### src/rtl/bl_pkg.sv
`default_nettype none
// +--------------------------------------------------------------------------+
// | bl_pkg : shared states, default zone geometry and widths for the         |
// |          backlight zone scheduler.                Revision: 1.0          |
// +--------------------------------------------------------------------------+
package bl_pkg;

    localparam int c_DEF_ZONE_W    = 64;
    localparam int c_DEF_ZONE_H    = 64;
    localparam int c_DEF_ZONE_COLS = 8;
    localparam int c_DEF_ZONE_ROWS = 4;

    localparam int c_PIX_W = 8;
    localparam int c_SW_W  = 4;
    localparam int c_IDX_W = 5;

    typedef enum logic [2:0] {
        ST_IDLE    = 3'd0,
        ST_ARM     = 3'd1,
        ST_CLEAR   = 3'd2,
        ST_ACCUM   = 3'd3,
        ST_SETTLE  = 3'd4,
        ST_CAPTURE = 3'd5
    } state_t;

    // Counter width that never collapses to zero bits for tiny geometries.
    function automatic int clog2_min1(input int n);
        return (n <= 2) ? 1 : $clog2(n);
    endfunction

endpackage
`default_nettype wire

### src/rtl/bl_raster_cnt.sv
`default_nettype none
// +--------------------------------------------------------------------------+
// | bl_raster_cnt : pixel (x) and line (y) position of the incoming raster.  |
// |                                                   Revision: 1.0          |
// +--------------------------------------------------------------------------+
module bl_raster_cnt #(
    parameter int X_W = 10,
    parameter int Y_W = 9
) (
    input  logic           clk_i,
    input  logic           rst_ni,
    input  logic           vs_i,
    input  logic           de_i,
    output logic [X_W-1:0] x_o,
    output logic [Y_W-1:0] y_o
);

    logic [X_W-1:0] x_q, x_d;
    logic [Y_W-1:0] y_q, y_d;
    logic           de_q;

    // Both counters saturate so oversized rasters never alias back into a zone.
    always_comb begin
        x_d = '0;
        if (de_i) begin
            x_d = (x_q == '1) ? x_q : x_q + 1'b1;
        end

        y_d = y_q;
        if (vs_i) begin
            y_d = '0;
        end else if (de_q && !de_i && (y_q != '1)) begin
            y_d = y_q + 1'b1;
        end
    end

    always_ff @(posedge clk_i or negedge rst_ni) begin
        if (!rst_ni) begin
            x_q  <= '0;
            y_q  <= '0;
            de_q <= 1'b0;
        end else begin
            x_q  <= x_d;
            y_q  <= y_d;
            de_q <= de_i;
        end
    end

    assign x_o = x_q;
    assign y_o = y_q;

endmodule
`default_nettype wire

### src/rtl/bl_zone_scheduler.sv
`default_nettype none
// +--------------------------------------------------------------------------+
// | bl_zone_scheduler : time-shares one averaging datapath over all zones,   |
// |                     one zone per frame.               Revision: 1.0      |
// +--------------------------------------------------------------------------+
module bl_zone_scheduler
    import bl_pkg::*;
#(
    parameter int ZONE_W    = c_DEF_ZONE_W,
    parameter int ZONE_H    = c_DEF_ZONE_H,
    parameter int ZONE_COLS = c_DEF_ZONE_COLS,
    parameter int ZONE_ROWS = c_DEF_ZONE_ROWS
) (
    input  logic               iODCK,
    input  logic               iRST,
    input  logic               iEnable,
    input  logic               iVS,
    input  logic               iDE,
    input  logic [c_PIX_W-1:0] iPixelData,
    input  logic [c_SW_W-1:0]  iSw_0Max_1Avg,
    input  logic [c_PIX_W-1:0] iBlockData,
    input  logic               iZoneReady,
    output logic [c_PIX_W-1:0] oPixelData,
    output logic               oH_Duty,
    output logic               oV_Duty,
    output logic               oAvgRst,
    output logic [c_SW_W-1:0]  oSw,
    output logic               oZoneValid,
    output logic [c_IDX_W-1:0] oZoneIdx,
    output logic [c_PIX_W-1:0] oZoneData,
    output logic               oOverflow,
    output logic               oBusy
);

    localparam int c_X_W    = $clog2(ZONE_W * ZONE_COLS + 1);
    localparam int c_Y_W    = $clog2(ZONE_H * ZONE_ROWS + 1);
    localparam int c_COL_W  = clog2_min1(ZONE_COLS);
    localparam int c_ROW_W  = clog2_min1(ZONE_ROWS);
    localparam int c_NZONES = ZONE_COLS * ZONE_ROWS;

    state_t               state_q, state_d;
    logic [c_COL_W-1:0]   col_q, col_d;
    logic [c_ROW_W-1:0]   row_q, row_d;
    logic [c_IDX_W-1:0]   idx_q, idx_d;
    logic                 h_q, h_d;
    logic                 v_q, v_d;
    logic                 last_q, last_d;
    logic                 avg_rst_q, avg_rst_d;
    logic [c_SW_W-1:0]    sw_q, sw_d;
    logic [c_PIX_W-1:0]   pix_q;
    logic                 valid_q, valid_d;
    logic [c_IDX_W-1:0]   zidx_q, zidx_d;
    logic [c_PIX_W-1:0]   zdata_q, zdata_d;
    logic                 ovf_q, ovf_d;

    logic [c_X_W-1:0]     w_x, w_x_lo, w_x_hi;
    logic [c_Y_W-1:0]     w_y, w_y_lo, w_y_hi;
    logic                 w_in_x, w_in_y, w_row_first, w_last_pix;

    bl_raster_cnt #(
        .X_W (c_X_W),
        .Y_W (c_Y_W)
    ) u_raster (
        .clk_i  (iODCK),
        .rst_ni (iRST),
        .vs_i   (iVS),
        .de_i   (iDE),
        .x_o    (w_x),
        .y_o    (w_y)
    );

    assign w_x_lo      = c_X_W'(int'(col_q) * ZONE_W);
    assign w_x_hi      = w_x_lo + c_X_W'(ZONE_W - 1);
    assign w_y_lo      = c_Y_W'(int'(row_q) * ZONE_H);
    assign w_y_hi      = w_y_lo + c_Y_W'(ZONE_H - 1);
    assign w_in_x      = iDE && (w_x >= w_x_lo) && (w_x <= w_x_hi);
    assign w_in_y      = (w_y >= w_y_lo) && (w_y <= w_y_hi);
    assign w_row_first = iDE && (w_y == w_y_lo);
    assign w_last_pix  = w_in_x && (w_x == w_x_hi) && (w_y == w_y_hi);

    always_ff @(posedge iODCK or negedge iRST) begin
        if (!iRST) begin
            state_q <= ST_IDLE;
        end else begin
            state_q <= state_d;
        end
    end

    always_comb begin
        state_d   = state_q;
        h_d       = 1'b0;
        v_d       = 1'b0;
        last_d    = 1'b0;
        sw_d      = sw_q;
        col_d     = col_q;
        row_d     = row_q;
        idx_d     = idx_q;
        valid_d   = valid_q;
        zidx_d    = zidx_q;
        zdata_d   = zdata_q;
        ovf_d     = ovf_q;

        if (valid_q && iZoneReady) begin
            valid_d = 1'b0;
        end

        case (state_q)
            ST_IDLE: begin
                if (iEnable) begin
                    state_d = ST_ARM;
                end
            end
            ST_ARM: begin
                if (!iEnable) begin
                    state_d = ST_IDLE;
                end else if (iVS) begin
                    state_d = ST_CLEAR;
                end
            end
            ST_CLEAR: begin
                state_d = ST_ACCUM;
            end
            ST_ACCUM: begin
                if (iVS) begin
                    state_d = ST_CLEAR;
                end else if (last_q) begin
                    // Trailing V-only cycle that closes the final zone line.
                    state_d = ST_SETTLE;
                    v_d     = 1'b1;
                end else begin
                    h_d    = w_in_x && w_in_y;
                    v_d    = v_q || w_row_first;
                    last_d = w_last_pix;
                end
            end
            ST_SETTLE: begin
                state_d = iVS ? ST_CLEAR : ST_CAPTURE;
            end
            ST_CAPTURE: begin
                // A full holding slot drops the new result but still moves on.
                if (!valid_q || iZoneReady) begin
                    valid_d = 1'b1;
                    zidx_d  = idx_q;
                    zdata_d = iBlockData;
                end else begin
                    ovf_d = 1'b1;
                end

                if (idx_q == c_IDX_W'(c_NZONES - 1)) begin
                    idx_d = '0;
                    col_d = '0;
                    row_d = '0;
                end else begin
                    idx_d = idx_q + 1'b1;
                    if (col_q == c_COL_W'(ZONE_COLS - 1)) begin
                        col_d = '0;
                        row_d = row_q + 1'b1;
                    end else begin
                        col_d = col_q + 1'b1;
                    end
                end
                state_d = iEnable ? ST_ARM : ST_IDLE;
            end
            default: begin
                state_d = ST_IDLE;
            end
        endcase

        avg_rst_d = (state_d != ST_CLEAR);
        if (state_d == ST_CLEAR) begin
            sw_d = iSw_0Max_1Avg;
        end
    end

    always_ff @(posedge iODCK or negedge iRST) begin
        if (!iRST) begin
            col_q     <= '0;
            row_q     <= '0;
            idx_q     <= '0;
            h_q       <= 1'b0;
            v_q       <= 1'b0;
            last_q    <= 1'b0;
            avg_rst_q <= 1'b0;
            sw_q      <= '0;
            pix_q     <= '0;
            valid_q   <= 1'b0;
            zidx_q    <= '0;
            zdata_q   <= '0;
            ovf_q     <= 1'b0;
        end else begin
            col_q     <= col_d;
            row_q     <= row_d;
            idx_q     <= idx_d;
            h_q       <= h_d;
            v_q       <= v_d;
            last_q    <= last_d;
            avg_rst_q <= avg_rst_d;
            sw_q      <= sw_d;
            pix_q     <= iPixelData;
            valid_q   <= valid_d;
            zidx_q    <= zidx_d;
            zdata_q   <= zdata_d;
            ovf_q     <= ovf_d;
        end
    end

    assign oPixelData = pix_q;
    assign oH_Duty    = h_q;
    assign oV_Duty    = v_q;
    assign oAvgRst    = avg_rst_q;
    assign oSw        = sw_q;
    assign oZoneValid = valid_q;
    assign oZoneIdx   = zidx_q;
    assign oZoneData  = zdata_q;
    assign oOverflow  = ovf_q;
    assign oBusy      = (state_q != ST_IDLE);

endmodule
`default_nettype wire

### config.mk
export PLATFORM = sky130hd
export DESIGN_NAME = bl_zone_scheduler
export DESIGN_NICKNAME = d
export VERILOG_FILES = /design/src/rtl/bl_pkg.sv /design/src/rtl/bl_raster_cnt.sv /design/src/rtl/bl_zone_scheduler.sv
export SDC_FILE = /design/constraint.sdc
export NUM_CORES = 1
export LEC_CHECK = 0
export ABC_AREA = 1
export CAP_MARGIN = 20
export CORE_MARGIN = 2
export CORE_UTILIZATION = 30
export CTS_BUF_LIST = sky130_fd_sc_hd__clkbuf_8 sky130_fd_sc_hd__clkbuf_16
export DETAILED_ROUTE_END_ITERATION = 7
export SLEW_MARGIN = 20
export SYNTH_ARGS = -nofsm -noshare
export SYNTH_HDL_FRONTEND = slang
export SYNTH_HIERARCHICAL = 1
export SYNTH_SLANG_ARGS = --single-unit
export TNS_END_PERCENT = 1
### constraint.sdc
create_clock -name iODCK -period 1.9 [get_ports iODCK]
set_input_delay 0.285 -clock iODCK [delete_from_list [all_inputs] [get_ports iODCK]]
set_output_delay 0.285 -clock iODCK [all_outputs]
set_load 0.01 [all_outputs]
[Word level (Yosys, flattened, before mapping)]
Index checks and enable logic that the tools add are counted.
Word-level totals
  bits in registers: 64
  input port bits: 26
  output and inout bits: 31
  word-level logic and storage cells: 94
Operators by class
  add/sub/neg operators: 7
  order comparisons: 4
  equality and inequality tests: 15
  muxes and demuxes: 29
  bitwise logic cells: 1
  reductions and logical operators: 21
Operators with widths (count)
  2-to-1 mux 3 bit: 8
  2-to-1 mux 10 bit: 2
  2-to-1 mux 9 bit: 2
  case mux 3 bit (6 select lines): 1
  2-to-1 mux 1 bit: 13
  adder 10 x 1 -> 10 bit, second input constant: 1
  adder 9 x 6 -> 10 bit, second input constant: 1
  == test 10 bit: 1
  == test 10 bit, second input constant: 1
  greater-or-equal comparator 10 x 9 -> 1 bit: 1
  less-or-equal comparator 10 bit: 1
  logical AND 1 bit: 10
  adder 8 x 6 -> 9 bit, second input constant: 1
  adder 9 x 1 -> 9 bit, second input constant: 1
  == test 3 x 2 -> 1 bit, second input constant: 3
  == test 3 bit, second input constant: 3
  == test 9 x 8 -> 1 bit: 1
  == test 9 bit: 1
  greater-or-equal comparator 9 x 8 -> 1 bit: 1
  less-or-equal comparator 9 bit: 1
  inequality test 9 bit, second input constant: 1
  AND reduction 2 bit: 3
  adder 5 x 1 -> 5 bit, second input constant: 1
  == test 5 bit, second input constant: 1
  other kinds (13): 17

[Depth between registers and ports, before layout]
  word-level depth: 8
  mapped depth: 12
  mapped depth without buffers: 12

[By module]
Netlist, hierarchy kept.
By module, submodules not included
  bl_zone_scheduler: instances 1, cells each 230, area each 2098.3 um^2, sequential area each 1101.1 um^2
  bl_raster_cnt: instances 1, cells each 136, area each 1126.1 um^2, sequential area each 500.5 um^2

[Worst setup path before layout]
Ideal clock, no wire load.
  path kind: register -> register
  start point: reg u_raster.y_q[1], in the netlist u_raster/y_o[1]
  end point: reg u_raster.y_q[6], in the netlist u_raster/y_o[6]
  setup time: 119 ps
  arrival: 1504 ps
  data required time: 1781 ps
  slack: 277 ps
  cell stages (with the launch flop): 12
  path buffers: 0
  clock period less this slack: 1623 ps
  path through: dfrtp_1 > ha_1 > nand3_1 > nor2_1 > nand2_1 > nor2_1 > ha_1 > inv_1 > nand3b_4 > nand2_4 > a21oi_1 > nor2_1
Between the ends
  cells in the longest elaborated chain, start to end: 3
  elaborated cells between the ends (all ways): 6
  classes of those cells: add/sub: 1; eq/ne: 1; mux: 2; reduce/logical: 2
RTL lines
  from (decl): RTL line bl_raster_cnt.sv:19  | logic [Y_W-1:0] y_q, y_d;
  from (signal assigned): RTL line bl_raster_cnt.sv:44  | y_q <= y_d;
  adder 9 x 1 -> 9 bit / inequality test 9 bit (equally long branches): RTL line bl_raster_cnt.sv:33, bl_raster_cnt.sv:32
  2-to-1 mux 9 bit / logical AND 1 bit (equally long branches): RTL line bl_raster_cnt.sv:32  | end else if (de_q && !de_i && (y_q != '1)) begin
  2-to-1 mux 9 bit / nonzero test 2 bit (equally long branches)
Several ways; a longest one is shown, not always the timed one. The select of a mux whose other input is x is not followed.
A chain may end at the register's enable or synchronous reset.

[Worst setup path after layout]
  start point: reg state_q[2]
  end point: out oBusy
Between the ends
  cells in the longest elaborated chain, start to end: 1
RTL lines
  from (decl): RTL line bl_zone_scheduler.sv:41  | state_t state_q, state_d;
  from (signal assigned): RTL line bl_zone_scheduler.sv:85  | state_q <= state_d;
  nonzero test 3 bit: RTL line bl_zone_scheduler.sv:216  | assign oBusy = (state_q != ST_IDLE);
  to (decl): RTL line bl_zone_scheduler.sv:32  | output logic oBusy
No other way between the ends.

==> out/qor.csv <==
stage,metric,value,unit
synthesis,synth_top_family_by_area,simple AND/OR/NAND/NOR gates,
setup_path,critical_path_class,reg -> out,
setup_path,reg2reg_depth,11,
synthesis,synth_compound_area_share,5.01,%
status,status,finished clean,
clock_network,worstSkewPairLatency,0.34,ns
synthesis,seq_area_frac_synth,49.7,%
setup_path,crit_path_max_fanout,7,
synthesis,netlist_instances,366,
power_and_ir_drop,power,3350,uW
timing,max_slew_margin,56.4,%
setup_path,endpoint_kind,output port,
power_and_ir_drop,p_switching,902,uW
synthesis,synth-simple-area-share,30.0,%
finish,register_area,1600,um^2
timing,hold_viol,0,
clock_network,htreeDepth,3,
setup_path,cp_num_buf_inv,2,
floorplan,start_util,31.1,%
synthesis,avgSynthCellArea,8.81,um^2
finish,drive_gt1_share,13.2,%
clock_network,cts_tree,done,
routing,antenna_left,0,
routing,via_per_inst,4.43,
finish,antenna_cells,0,
synthesis,syn_nets,406,
finish,num-nets-final,476,
routing,totalWireLength,6.36,mm
synthesis,ys_seq_elements,64,
synthesis,synth_fa_ha_area_share,5.43,%
clock_network,clock_path_buffers,2,
floorplan,rows,37,
power_and_ir_drop,intPower,2450,uW
power_and_ir_drop,power_density,798,nW/um^2
routing,wl_per_cell,11.0,um
finish,final_common_cell,nand2_1,
power_and_ir_drop,p_sw_share,26.9,%
setup_path,path_depth,3,
synthesis,muxShareOfSynthArea,3.38,%
setup_path,arrival,1.49,ns
timing,slew_violations,0,
timing,period_share,93.6,%
hold_path,min_path_cells,1,
floorplan,fp.dieW,108,um
placement,port_buffers,56,
floorplan,die_area,11600,um^2
timing,fin_crit,1.78,ns
grt,grt_pass1_vias,2554,
routing,dr.pass1.iters,4,
setup_path,crit_path_max_incr_delay,0.53,ns
grt,grt_overflow,0,
finish,syn_to_final_growth,30.4,%
floorplan,pin_count,57,
finish,fin_util,40.5,%
clock_network,clock-sinks,64,
setup_path,worstPathRequired,1.62,ns
grt,antenna_found_initial,0,
clock_network,clockRootBuffer,clkbuf_8,
power_and_ir_drop,peakVddDrop,308,uV
synthesis,synthDistinctLibCells,33,
finish,final_cell_mix,"nand2_1, dfrtp_1, clkdlybuf4s50_1",
placement,dp_hpwl,4.81,mm
synthesis,synthXorXnorAreaFrac,0.272,%
grt,track_usage,12.3,%
setup_path,crit_chain,inv_2 > nand2_1 > clkdlybuf4s50_1,
routing,drt_iter0_markers,74,
power_and_ir_drop,power.share.clock,35.8,%
routing,drc_errors,0,
timing,worst_pin_slew,0.654,ns
hold_path,hp-class,in -> reg,
setup_path,slowest_stage,clkdlybuf4s50_1,
finish,multi_input_area,1440,um^2
flow_run,drv_cap,0,
power_and_ir_drop,pwr-share-seq,45.8,%
clock_network,cts_made_buffers,9,
timing,hold_slack,0.385,ns
timing,fin_skew,0.00639,ns
power_and_ir_drop,combPwrFrac,18.4,%
power_and_ir_drop,p_leak,0.00206,uW
timing,setup_viol,0,
synthesis,synthesis.yosys.warnings,6,
floorplan,core,10400,um^2
clock_network,path_clk_slew,0.07,ns
floorplan,fp.dieH,108,um
grt,grt_first_pass_wirelength,11.4,mm
routing,num_vias,2552,
placement,place_congestion,0.821,
grt,grt_max_degree,31,
timing,max_freq,0.562,GHz
finish,n_fill_cell,1061,
setup_path,cp_top_family,buffers and inverters,
setup_path,critPathLaunchType,flip-flop,
synthesis,netlist_area,3220,um^2
[worst paths after layout]
check / slack [ns] / endpoint / start
setup / recovery: 0.12 / oBusy / state_q[2]
hold / removal: 0.39 / oPixelData[7] / iPixelData[7]
setup reg to reg: 0.17 / u_raster/y_o[5] / u_raster/y_o[0]
hold reg to reg: 0.48 / oOverflow / oOverflow
max in group asynchronous: 0.76 / u_raster/y_o[1] / iRST
min in group asynchronous: 0.52 / oZoneData[7] / iRST
[synthesized netlist by cell type, drive strengths merged]
master / instances / area share (%)
a21boi: 1 / 0.23
a21o: 1 / 0.23
a21oi: 8 / 1.2
buf: 2 / 0.50
clkbuf: 1 / 0.43
dfrtp: 64 / 50
ha: 14 / 5.4
inv: 46 / 5.4
mux2: 9 / 3.4
nand2: 95 / 12
nand3: 35 / 5.9
nand3b: 2 / 0.85
nand4: 11 / 2.6
nor2: 46 / 6.9
nor3: 7 / 1.1
o21ai: 17 / 2.6
o21bai: 2 / 0.47
o22ai: 1 / 0.19
or2: 3 / 0.58
xor2: 1 / 0.27
[final cells by class]
class / instances / area share, %
flip-flops and latches: 64 / 38.1
multi-input cells: 253 / 34.2
repair buffers: 62 / 14.6
inverters: 46 / 4.11
well taps: 136 / 4.05
clock buffers: 12 / 3.93
clock inverters: 3 / 0.952
[power by group through the flow]
stage / sequential (uW) / clock (uW) / combinational, uW
after floorplan: 1580 / 0 / 289
after global placement: 1560 / 0 / 614
after detailed placement: 1560 / 0 / 624
after CTS: 1540 / 1250 / 627
after global routing: 1550 / 1300 / 695
final: 1540 / 1200 / 617
[what timing repair did]
item                                   4_1_cts  5_1_grt
hold buffers                                 1        0
setup endpoints to repair                    0       10
setup buffers                                0        0
resized for setup                            0        5
endpoints found under the hold margin       27        0
[sequential cells by signal (all words and copies together) (netlist names), 2 cells and up]
name / cells
oZoneIdx: 5
state_q: 3
oSw: 4
col_q: 3
oPixelData: 8
idx_q: 5
oZoneData: 8
u_raster/y_o: 9
row_q: 2
u_raster/x_o: 10
[stage by stage]
| stage | setup slack, ns | std cells | setup TNS [ns] | area [um^2] |
|---|---|---|---|---|
| floorplan | 0.277 | 366 | 0 | 3220 |
| global placement | 0.150 | 560 | 0 | 3970 |
| detailed placement | 0.105 | 560 | 0 | 3970 |
| CTS | 0.0463 | 576 | 0 | 4190 |
| global route | -0.00480 | 576 | -0.00480 | 4200 |
| finish | 0.122 | 576 | 0 | 4200 |
[kinds of logic (layout without fill, tap and decap cells)]
family                     count (synthesis)  count (layout)
AOI/OAI and AO/OA                         30              30
xor gates and xnor gates                   1               1
adders and majority gates                 14              14
buffers and inverters                     49             123
DFF                                       64              64
muxes                                      9               9
and+or+nand+nor                          199             199
[routing by layer]
metal | up-vias | global-route usage (%) | wire [um]
li1 | 1322 | - | -
met1 | 1186 | 15.7 | 2890
met2 | 37 | 19.9 | 3110
met3 | 7 | 2.85 | 264
met4 | 0 | 5.40 | 89
met5 | - | 0 | 0
No activity file was read; power rests on OpenSTA's default activity.
